File: config.mk
export PLATFORM = sky130hd
export DESIGN_NAME = mem_test_seq
export DESIGN_NICKNAME = d
export VERILOG_FILES = /design/src/rtl/mem_test_seq.sv
export SDC_FILE = /design/constraint.sdc
export NUM_CORES = 1
export LEC_CHECK = 0
export BUFFER_PORTS_ARGS = -buffer_cell sky130_fd_sc_hd__buf_2
export CORE_UTILIZATION = 45
export CTS_CLUSTER_SIZE = 16
export DETAILED_ROUTE_END_ITERATION = 10
export HOLD_SLACK_MARGIN = 0.02
export PLACE_DENSITY = 0.64
export REMOVE_ABC_BUFFERS = 1
export SLEW_MARGIN = 20
export SYNTH_ARGS = -nofsm -noshare
export SYNTH_HDL_FRONTEND = slang
export SYNTH_SLANG_ARGS = --single-unit
File: constraint.sdc
create_clock -name clk -period 5.05 [get_ports clk]
set_input_delay 0.2525 -clock clk [delete_from_list [all_inputs] [get_ports clk]]
set_output_delay 0.2525 -clock clk [all_outputs]
set_load 0.005 [all_outputs]
File: src/rtl/mem_test_seq.sv
// -----------------------------------------------------------------------------
// mem_test_seq
//
// Write-then-readback sequencer for a 64-bit data memory with separate read and
// write address ports, a write strobe and a synchronous write. A run writes
// NUM_WORDS pattern words starting at BASE_ADDR with a fixed byte STRIDE, reads
// them back, and compares every returned word with the value that was written.
// The run reports pass/fail, a saturating mismatch count and the address of
// the first mismatch. Serves as a bench stimulus engine and as an on-chip
// memory self-test ahead of the pipeline.
//
// Ports
//   clk            system clock, rising edge
//   nrst           asynchronous reset, active low (aborts any run)
//   start          one-cycle run request, only honoured in IDLE
//   mode           pattern: 0 incr, 1 addr-as-data, 2 walking one, 3 inverted incr
//   raddress       memory read address (holds its last value after READ)
//   waddress       memory write address
//   datain         memory write data
//   wr             memory write enable
//   dataout        memory read data, valid RD_LATENCY cycles after raddress
//   busy           run in progress (WRITE, READ, DRAIN)
//   done           one-cycle pulse in the final cycle of a run
//   pass           result of the last run, held until the next accepted start
//   err_count      mismatches in the last run, saturating
//   first_err_addr address of the first mismatch, 0 if none
// -----------------------------------------------------------------------------
module mem_test_seq #(
  parameter int unsigned     DATA_W     = 64,
  parameter int unsigned     ADDR_W     = 64,
  parameter longint unsigned BASE_ADDR  = 0,
  parameter int unsigned     NUM_WORDS  = 8,
  parameter longint unsigned STRIDE     = 8,
  parameter int unsigned     RD_LATENCY = 1,
  parameter int unsigned     ERR_W      = 16
) (
  input  logic              clk,
  input  logic              nrst,
  input  logic              start,
  input  logic [1:0]        mode,
  output logic [ADDR_W-1:0] raddress,
  output logic [ADDR_W-1:0] waddress,
  output logic [DATA_W-1:0] datain,
  output logic              wr,
  input  logic [DATA_W-1:0] dataout,
  output logic              busy,
  output logic              done,
  output logic              pass,
  output logic [ERR_W-1:0]  err_count,
  output logic [ADDR_W-1:0] first_err_addr
);

  typedef enum logic [2:0] {
    S_IDLE,
    S_WRITE,
    S_READ,
    S_DRAIN,
    S_DONE
  } state_e;

  typedef enum logic [1:0] {
    PAT_INCR,
    PAT_ADDR,
    PAT_WALK,
    PAT_INV
  } pattern_e;

  localparam int unsigned LAT       = RD_LATENCY;
  localparam int unsigned CNT_W     = $clog2(NUM_WORDS + RD_LATENCY + 1);
  localparam int unsigned EXP_BITS  = LAT * DATA_W;
  localparam int unsigned ADR_BITS  = LAT * ADDR_W;

  localparam logic [ADDR_W-1:0] BASE_A     = ADDR_W'(BASE_ADDR);
  localparam logic [ADDR_W-1:0] STRIDE_A   = ADDR_W'(STRIDE);
  localparam logic [DATA_W-1:0] STRIDE_D   = DATA_W'(STRIDE);
  localparam logic [ERR_W-1:0]  ERR_MAX    = '1;
  localparam logic [CNT_W-1:0]  LAST_WORD  = CNT_W'(NUM_WORDS - 1);
  localparam logic [CNT_W-1:0]  LAST_DRAIN = CNT_W'(RD_LATENCY - 1);

  state_e            state_q, state_d;
  pattern_e          mode_q;
  logic [CNT_W-1:0]  cnt_q;
  logic [ADDR_W-1:0] addr_q;       // BASE + i*STRIDE for the current word
  logic [DATA_W-1:0] offs_q;       // i*STRIDE, truncated to the data width
  logic [DATA_W-1:0] walk_q;       // 1 << (i mod DATA_W)
  logic [ADDR_W-1:0] raddr_hold_q;
  logic [DATA_W-1:0] pattern;

  logic              accept;
  logic              seq_restart;
  logic              issue;

  // Compare pipeline: entry 0 is the newest read, entry LAT-1 lines up with
  // the dataout it is checked against.
  logic [LAT-1:0]                 vld_q;
  logic [LAT-1:0][DATA_W-1:0]     exp_q;
  logic [LAT-1:0][ADDR_W-1:0]     adr_q;

  logic              cmp_vld;
  logic [DATA_W-1:0] cmp_exp;
  logic [ADDR_W-1:0] cmp_addr;
  logic              mismatch;
  logic [ERR_W-1:0]  err_q, err_d;
  logic [ADDR_W-1:0] first_q;
  logic              pass_q;

  assign accept = (state_q == S_IDLE) && start;
  assign issue  = (state_q == S_READ);

  // ---------------------------------------------------------------------------
  // Sequencing FSM
  // ---------------------------------------------------------------------------
  // NOTE: state is updated with non-blocking assignments so every register in
  // this block samples the pre-edge values; blocking here would let later
  // statements see the new state in the same edge.
  always_ff @(posedge clk or negedge nrst) begin
    if (!nrst) state_q <= S_IDLE;
    else       state_q <= state_d;
  end

  // NOTE: state_d gets its default before the case so no path leaves it
  // unassigned, which would otherwise infer a latch.
  always_comb begin
    state_d = state_q;
    case (state_q)
      S_IDLE:  if (start)                state_d = S_WRITE;
      S_WRITE: if (cnt_q == LAST_WORD)   state_d = S_READ;
      S_READ:  if (cnt_q == LAST_WORD)   state_d = S_DRAIN;
      S_DRAIN: if (cnt_q == LAST_DRAIN)  state_d = S_DONE;
      S_DONE:                            state_d = S_IDLE;
      default:                           state_d = S_IDLE;
    endcase
  end

  // Per-phase counter: restarts at 0 on every state change.
  always_ff @(posedge clk or negedge nrst) begin
    if (!nrst) begin
      cnt_q <= '0;
    end else if (state_q == S_IDLE || state_d != state_q) begin
      cnt_q <= '0;
    end else begin
      cnt_q <= cnt_q + CNT_W'(1);
    end
  end

  // ---------------------------------------------------------------------------
  // Address / pattern generator. Incremental so no multiplier is needed; it is
  // rewound at the start of WRITE and again at the start of READ so the read
  // phase regenerates exactly the written sequence.
  // ---------------------------------------------------------------------------
  assign seq_restart = accept || (state_q == S_WRITE && state_d == S_READ);

  always_ff @(posedge clk or negedge nrst) begin
    if (!nrst) begin
      mode_q       <= PAT_INCR;
      addr_q       <= '0;
      offs_q       <= '0;
      walk_q       <= '0;
      raddr_hold_q <= '0;
    end else begin
      if (accept) mode_q <= pattern_e'(mode);
      if (seq_restart) begin
        addr_q <= BASE_A;
        offs_q <= '0;
        walk_q <= DATA_W'(1);
      end else if (state_q == S_WRITE || state_q == S_READ) begin
        addr_q <= addr_q + STRIDE_A;
        offs_q <= offs_q + STRIDE_D;
        walk_q <= {walk_q[DATA_W-2:0], walk_q[DATA_W-1]};
      end
      if (issue) raddr_hold_q <= addr_q;
    end
  end

  always_comb begin
    pattern = offs_q;
    case (mode_q)
      PAT_INCR: pattern = offs_q;
      PAT_ADDR: pattern = DATA_W'(addr_q);
      PAT_WALK: pattern = walk_q;
      PAT_INV:  pattern = ~offs_q;
      default:  pattern = offs_q;
    endcase
  end

  // ---------------------------------------------------------------------------
  // Compare pipeline
  // ---------------------------------------------------------------------------
  always_ff @(posedge clk or negedge nrst) begin
    if (!nrst) vld_q <= '0;
    else       vld_q <= LAT'({vld_q, issue});
  end

  // NOTE: the expected-value and address stages carry no reset; they are only
  // ever consumed when the matching valid bit is set, and that bit is reset.
  always_ff @(posedge clk) begin
    exp_q <= EXP_BITS'({exp_q, pattern});
    adr_q <= ADR_BITS'({adr_q, addr_q});
  end

  assign cmp_vld  = vld_q[LAT-1];
  assign cmp_exp  = exp_q[LAT-1];
  assign cmp_addr = adr_q[LAT-1];
  assign mismatch = cmp_vld && (dataout != cmp_exp);

  always_comb begin
    err_d = err_q;
    if (mismatch && err_q != ERR_MAX) err_d = err_q + ERR_W'(1);
  end

  // err_q == 0 doubles as "no mismatch yet": saturation never wraps to zero.
  // pass uses err_d so a mismatch on the final compare (last DRAIN cycle)
  // is already included when DONE is entered.
  always_ff @(posedge clk or negedge nrst) begin
    if (!nrst) begin
      err_q   <= '0;
      first_q <= '0;
      pass_q  <= 1'b0;
    end else if (accept) begin
      err_q   <= '0;
      first_q <= '0;
      pass_q  <= 1'b0;
    end else begin
      err_q <= err_d;
      if (mismatch && err_q == '0) first_q <= cmp_addr;
      if (state_q == S_DRAIN && state_d == S_DONE) pass_q <= (err_d == '0);
    end
  end

  // ---------------------------------------------------------------------------
  // Outputs: decoded from state so reset forces them low without a clock.
  // ---------------------------------------------------------------------------
  assign wr             = (state_q == S_WRITE);
  assign waddress       = wr ? addr_q : '0;
  assign datain         = wr ? pattern : '0;
  assign raddress       = issue ? addr_q : raddr_hold_q;
  assign busy           = (state_q == S_WRITE) || (state_q == S_READ) ||
                          (state_q == S_DRAIN);
  assign done           = (state_q == S_DONE);
  assign pass           = pass_q;
  assign err_count      = err_q;
  assign first_err_addr = first_q;

endmodule

==> run_results.csv <==
group,metric,value,unit
place,gp_congestion,0.8810,
job,max_cap_violations,0,
sta,finalHoldViolations,0,
synthesis,synth_compound_area_frac,0.09720,
critical_path,start_kind,"flop",
critical_path,cp_cell_sequence,"nand2b_1 > or2_2 > clkinv_2 > buf_4 > and2_1 > buf_2",
synthesis,syn_avg_cell_area,9.401,sq um
sta,maxSlewViolCount,0,
layout,fin_nets,2584,
die,initial_core_util,0.4594,
critical_path,end_kind,"primary output",
global_route,grt_pass1_wl,96480,um
sta,period_needed,3.578,ns
sta,fin_crit_sh,0.7086,
global_route,antenna_found_initial,4,
power_and_ir_drop,power_density,478.1,nW/um^2
layout,n_fill_cell,4226,
die,num_io_pins,345,
synthesis,synthCells,2232,
global_route,grt_max_degree,187,
detailed_routing,routed_wl,63060,um
worst_hold_path,hp-class,"in2reg",
status,status,"complete, no violations",
global_route,grt-ovfl-total,0,
synthesis,muxShareOfSynthArea,0.03465,
layout,drive_gt1_frac,0.2105,
global_route,grt_usage,0.2640,
sta,setup_violations,0,
critical_path,cp.required,4.80,ns
synthesis,synth_seq_cells,464,
clock_tree,cts_setup_buffers,0,
synthesis,synth_top_flop_cell,"dfrtp_1",
synthesis,synth-adder-area-share,0.003578,
detailed_routing,dr_total_vias,16930,
synthesis,syn_area,20980,sq um
sta,skew,0.01949,ns
clock_tree,clk_latency,0.61,ns
clock_tree,cts_buffers,51,
clock_tree,cts-hold-fix-buffers,3,
detailed_routing,drcViolationCount,0,
detailed_routing,dr.pass1.iters,5,
synthesis,seq_area_frac_synth,0.5236,
power_and_ir_drop,power_leakage,11.70,nW
clock_tree,clock-sinks,464,
detailed_routing,ant_nets,0,
critical_path,cpPeakStageDelay,0.56,ns
clock_tree,cts_resized,0,
detailed_routing,via_per_inst,5.365,
die,die_y,217.9,um
critical_path,slowest_stage,"clkinv_2",
place,dpl_cell_area,23080,sq um
clock_tree,htreeDepth,2,
synthesis,synthXorXnorAreaFrac,0.07722,
die,core-area,45670,sq um
sta,setup_tns,0,ns
clock_tree,cts_max_path_buffers,3,
synthesis,synth_top_family_by_area,"simple AND/OR/NAND/NOR gates",
detailed_routing,first_iter_violations,1230,
synthesis,synth_edf_count,0,
critical_path,cp_max_fo,68,
place,io_buffers,341,
synthesis,ys.warnings.count,0,
place,hpwl,44060,um
critical_path,arrival,3.33,ns
critical_path,path_class,"reg2out",
die,dieWidth,217.9,um
clock_tree,cts_tree,"built",
synthesis,synthArstFlopShare,0.7306,
clock_tree,clockRootBuffer,"clkbuf_16",
synthesis,synth-simple-area-share,0.2280,
sta,worst_pin_slew,1.114,ns
power_and_ir_drop,power,0.01186,W
sta,rsz0062_at_grt,"false",
die,die_area,47500,sq um
synthesis,ys_types,67,
clock_tree,clk_pin_slew,0.05,ns
global_route,grt_pass1_vias,16220,
power_and_ir_drop,max-vdd-ir-drop,0.3806,mV
layout,area_growth,18.25,%
die,rows,78,
sta,slew-limit-headroom,0.2571,
detailed_routing,avgRoutedWirePerCell,19.99,um
layout,postLayoutCellArea,24810,sq um
sta,max_freq,0.2794,GHz
synth_stat cells (47+ instances only):
cell type  count  area, sq um
mux2_2        61        686.9
nand3_1       47        235.2
dfrtp_1      339         8483
a211oi_1      62        465.5
xor2_1       137         1200
clkbuf_1     118        442.9
dfxtp_1      125         2502
xnor2_1       48        420.4
o21ai_0       74        370.4
nand2_1      396         1486
a21oi_1      209         1046
nor2_1       162        608.1
and2_1       132        825.8
nor2b_1       62        387.9
registers in the layout, indices dropped and copies added, names as in the netlist:
signal	count
offs_q	61
adr_q	61
err_count	16
pass	1
cnt_q	4
state_q	3
mode_q	2
cmp_exp	64
first_err_addr	62
cmp_vld	1
raddr_hold_q	64
walk_q	64
addr_q	61
power by group:
part           internal (W)  switching, W  leakage (nW)
Clock               0.00221       0.00154         0.836
Sequential          0.00411      0.000497          5.72
Combinational       0.00110       0.00241          5.14
Total               0.00742       0.00444          11.7
layer usage:
layer | wire length, um | part of all wire | GRT usage
met5 | 0 | 0 | 0
met4 | 1884 | 0.030 | 0.08765
met3 | 3468 | 0.055 | 0.04198
met2 | 30080 | 0.48 | 0.4259
met1 | 27630 | 0.44 | 0.3611
area by class of cell:
class | instances | area (sq um) | share of cell area
tap | 600 | 750.7 | 0.03026
sequential | 464 | 10990 | 0.4431
inverter | 23 | 87.58 | 0.003530
clock buffer | 77 | 1506 | 0.06072
timing repair buffer | 367 | 1982 | 0.07988
clock inverter | 18 | 182.7 | 0.007363
multi-input combinational | 1602 | 9299 | 0.3748
antenna | 4 | 10.01 | 0.0004034
critical path, delay by kind of cell (launching register included):
family | cells | cell delay, ns
and+or+nand+nor | 3 | 0.94
DFF | 1 | 0.50
buffers and inverters | 3 | 1.21
layout by cell type, fill, tap and decap left out, drive strengths merged, types with 3 or more instances in the layout:
| master | count |
|---|---|
| a211oi | 62 |
| a21oi | 209 |
| and2 | 133 |
| and3 | 19 |
| and4 | 11 |
| buf | 364 |
| bufinv | 3 |
| clkbuf | 77 |
| clkinv | 14 |
| conb | 3 |
| dfrtp | 339 |
| dfxtp | 125 |
| diode | 4 |
| dlygate4sd3 | 3 |
| ha | 6 |
| inv | 23 |
| mux2 | 61 |
| mux2i | 4 |
| nand2 | 397 |
| nand3 | 48 |
| nand3b | 3 |
| nand4 | 44 |
| nor2 | 165 |
| nor2b | 62 |
| nor3 | 21 |
| nor3b | 5 |
| nor4 | 31 |
| o21a | 3 |
| o21ai | 81 |
| or2 | 4 |
| or3 | 20 |
| or4 | 5 |
| xnor2 | 48 |
| xor2 | 137 |
through the flow:
step,setup WS [ns],hold slack [ns],utilization,cells
after global routing,1.213,0.2312,0.5431,3153
after floorplan,-1.470,-0.04309,-,2089
after CTS,1.417,0.1518,0.5430,3151
after global placement,1.695,0.3798,0.5054,3053
after detailed placement,1.623,0.3757,0.5054,3053
final,1.472,0.2068,0.5432,3155
final timing paths:
path	slack (ns)	from	depth (start not counted)	end
worst min register to register	0.43	adr_q[16]$_DFF_P_	2	first_err_addr[16]$_DFFE_PN0P_
min in group asynchronous	0.29	nrst	2	raddr_hold_q[42]$_DFF_PN0_
worst max register to register	1.51	cmp_exp[46]$_DFF_P_	9	first_err_addr[12]$_DFFE_PN0P_
worst max-delay path	1.47	state_q[1]$_DFF_PN0_	6	datain[22]
worst min-delay path	0.21	start	5	state_q[0]$_DFF_PN0_
max in group asynchronous	3.52	nrst	3	offs_q[49]$_DFFE_PN0P_
kinds of logic after synthesis:
| logic type | Yosys count |
|---|---|
| compound gates | 367 |
| xor+xnor | 185 |
| fa+ha+maj | 6 |
| buf+inv | 168 |
| flops | 464 |
| mux | 65 |
| other cells | 1 |
| simple gates | 976 |
Power figures use the tool's default switching activity.
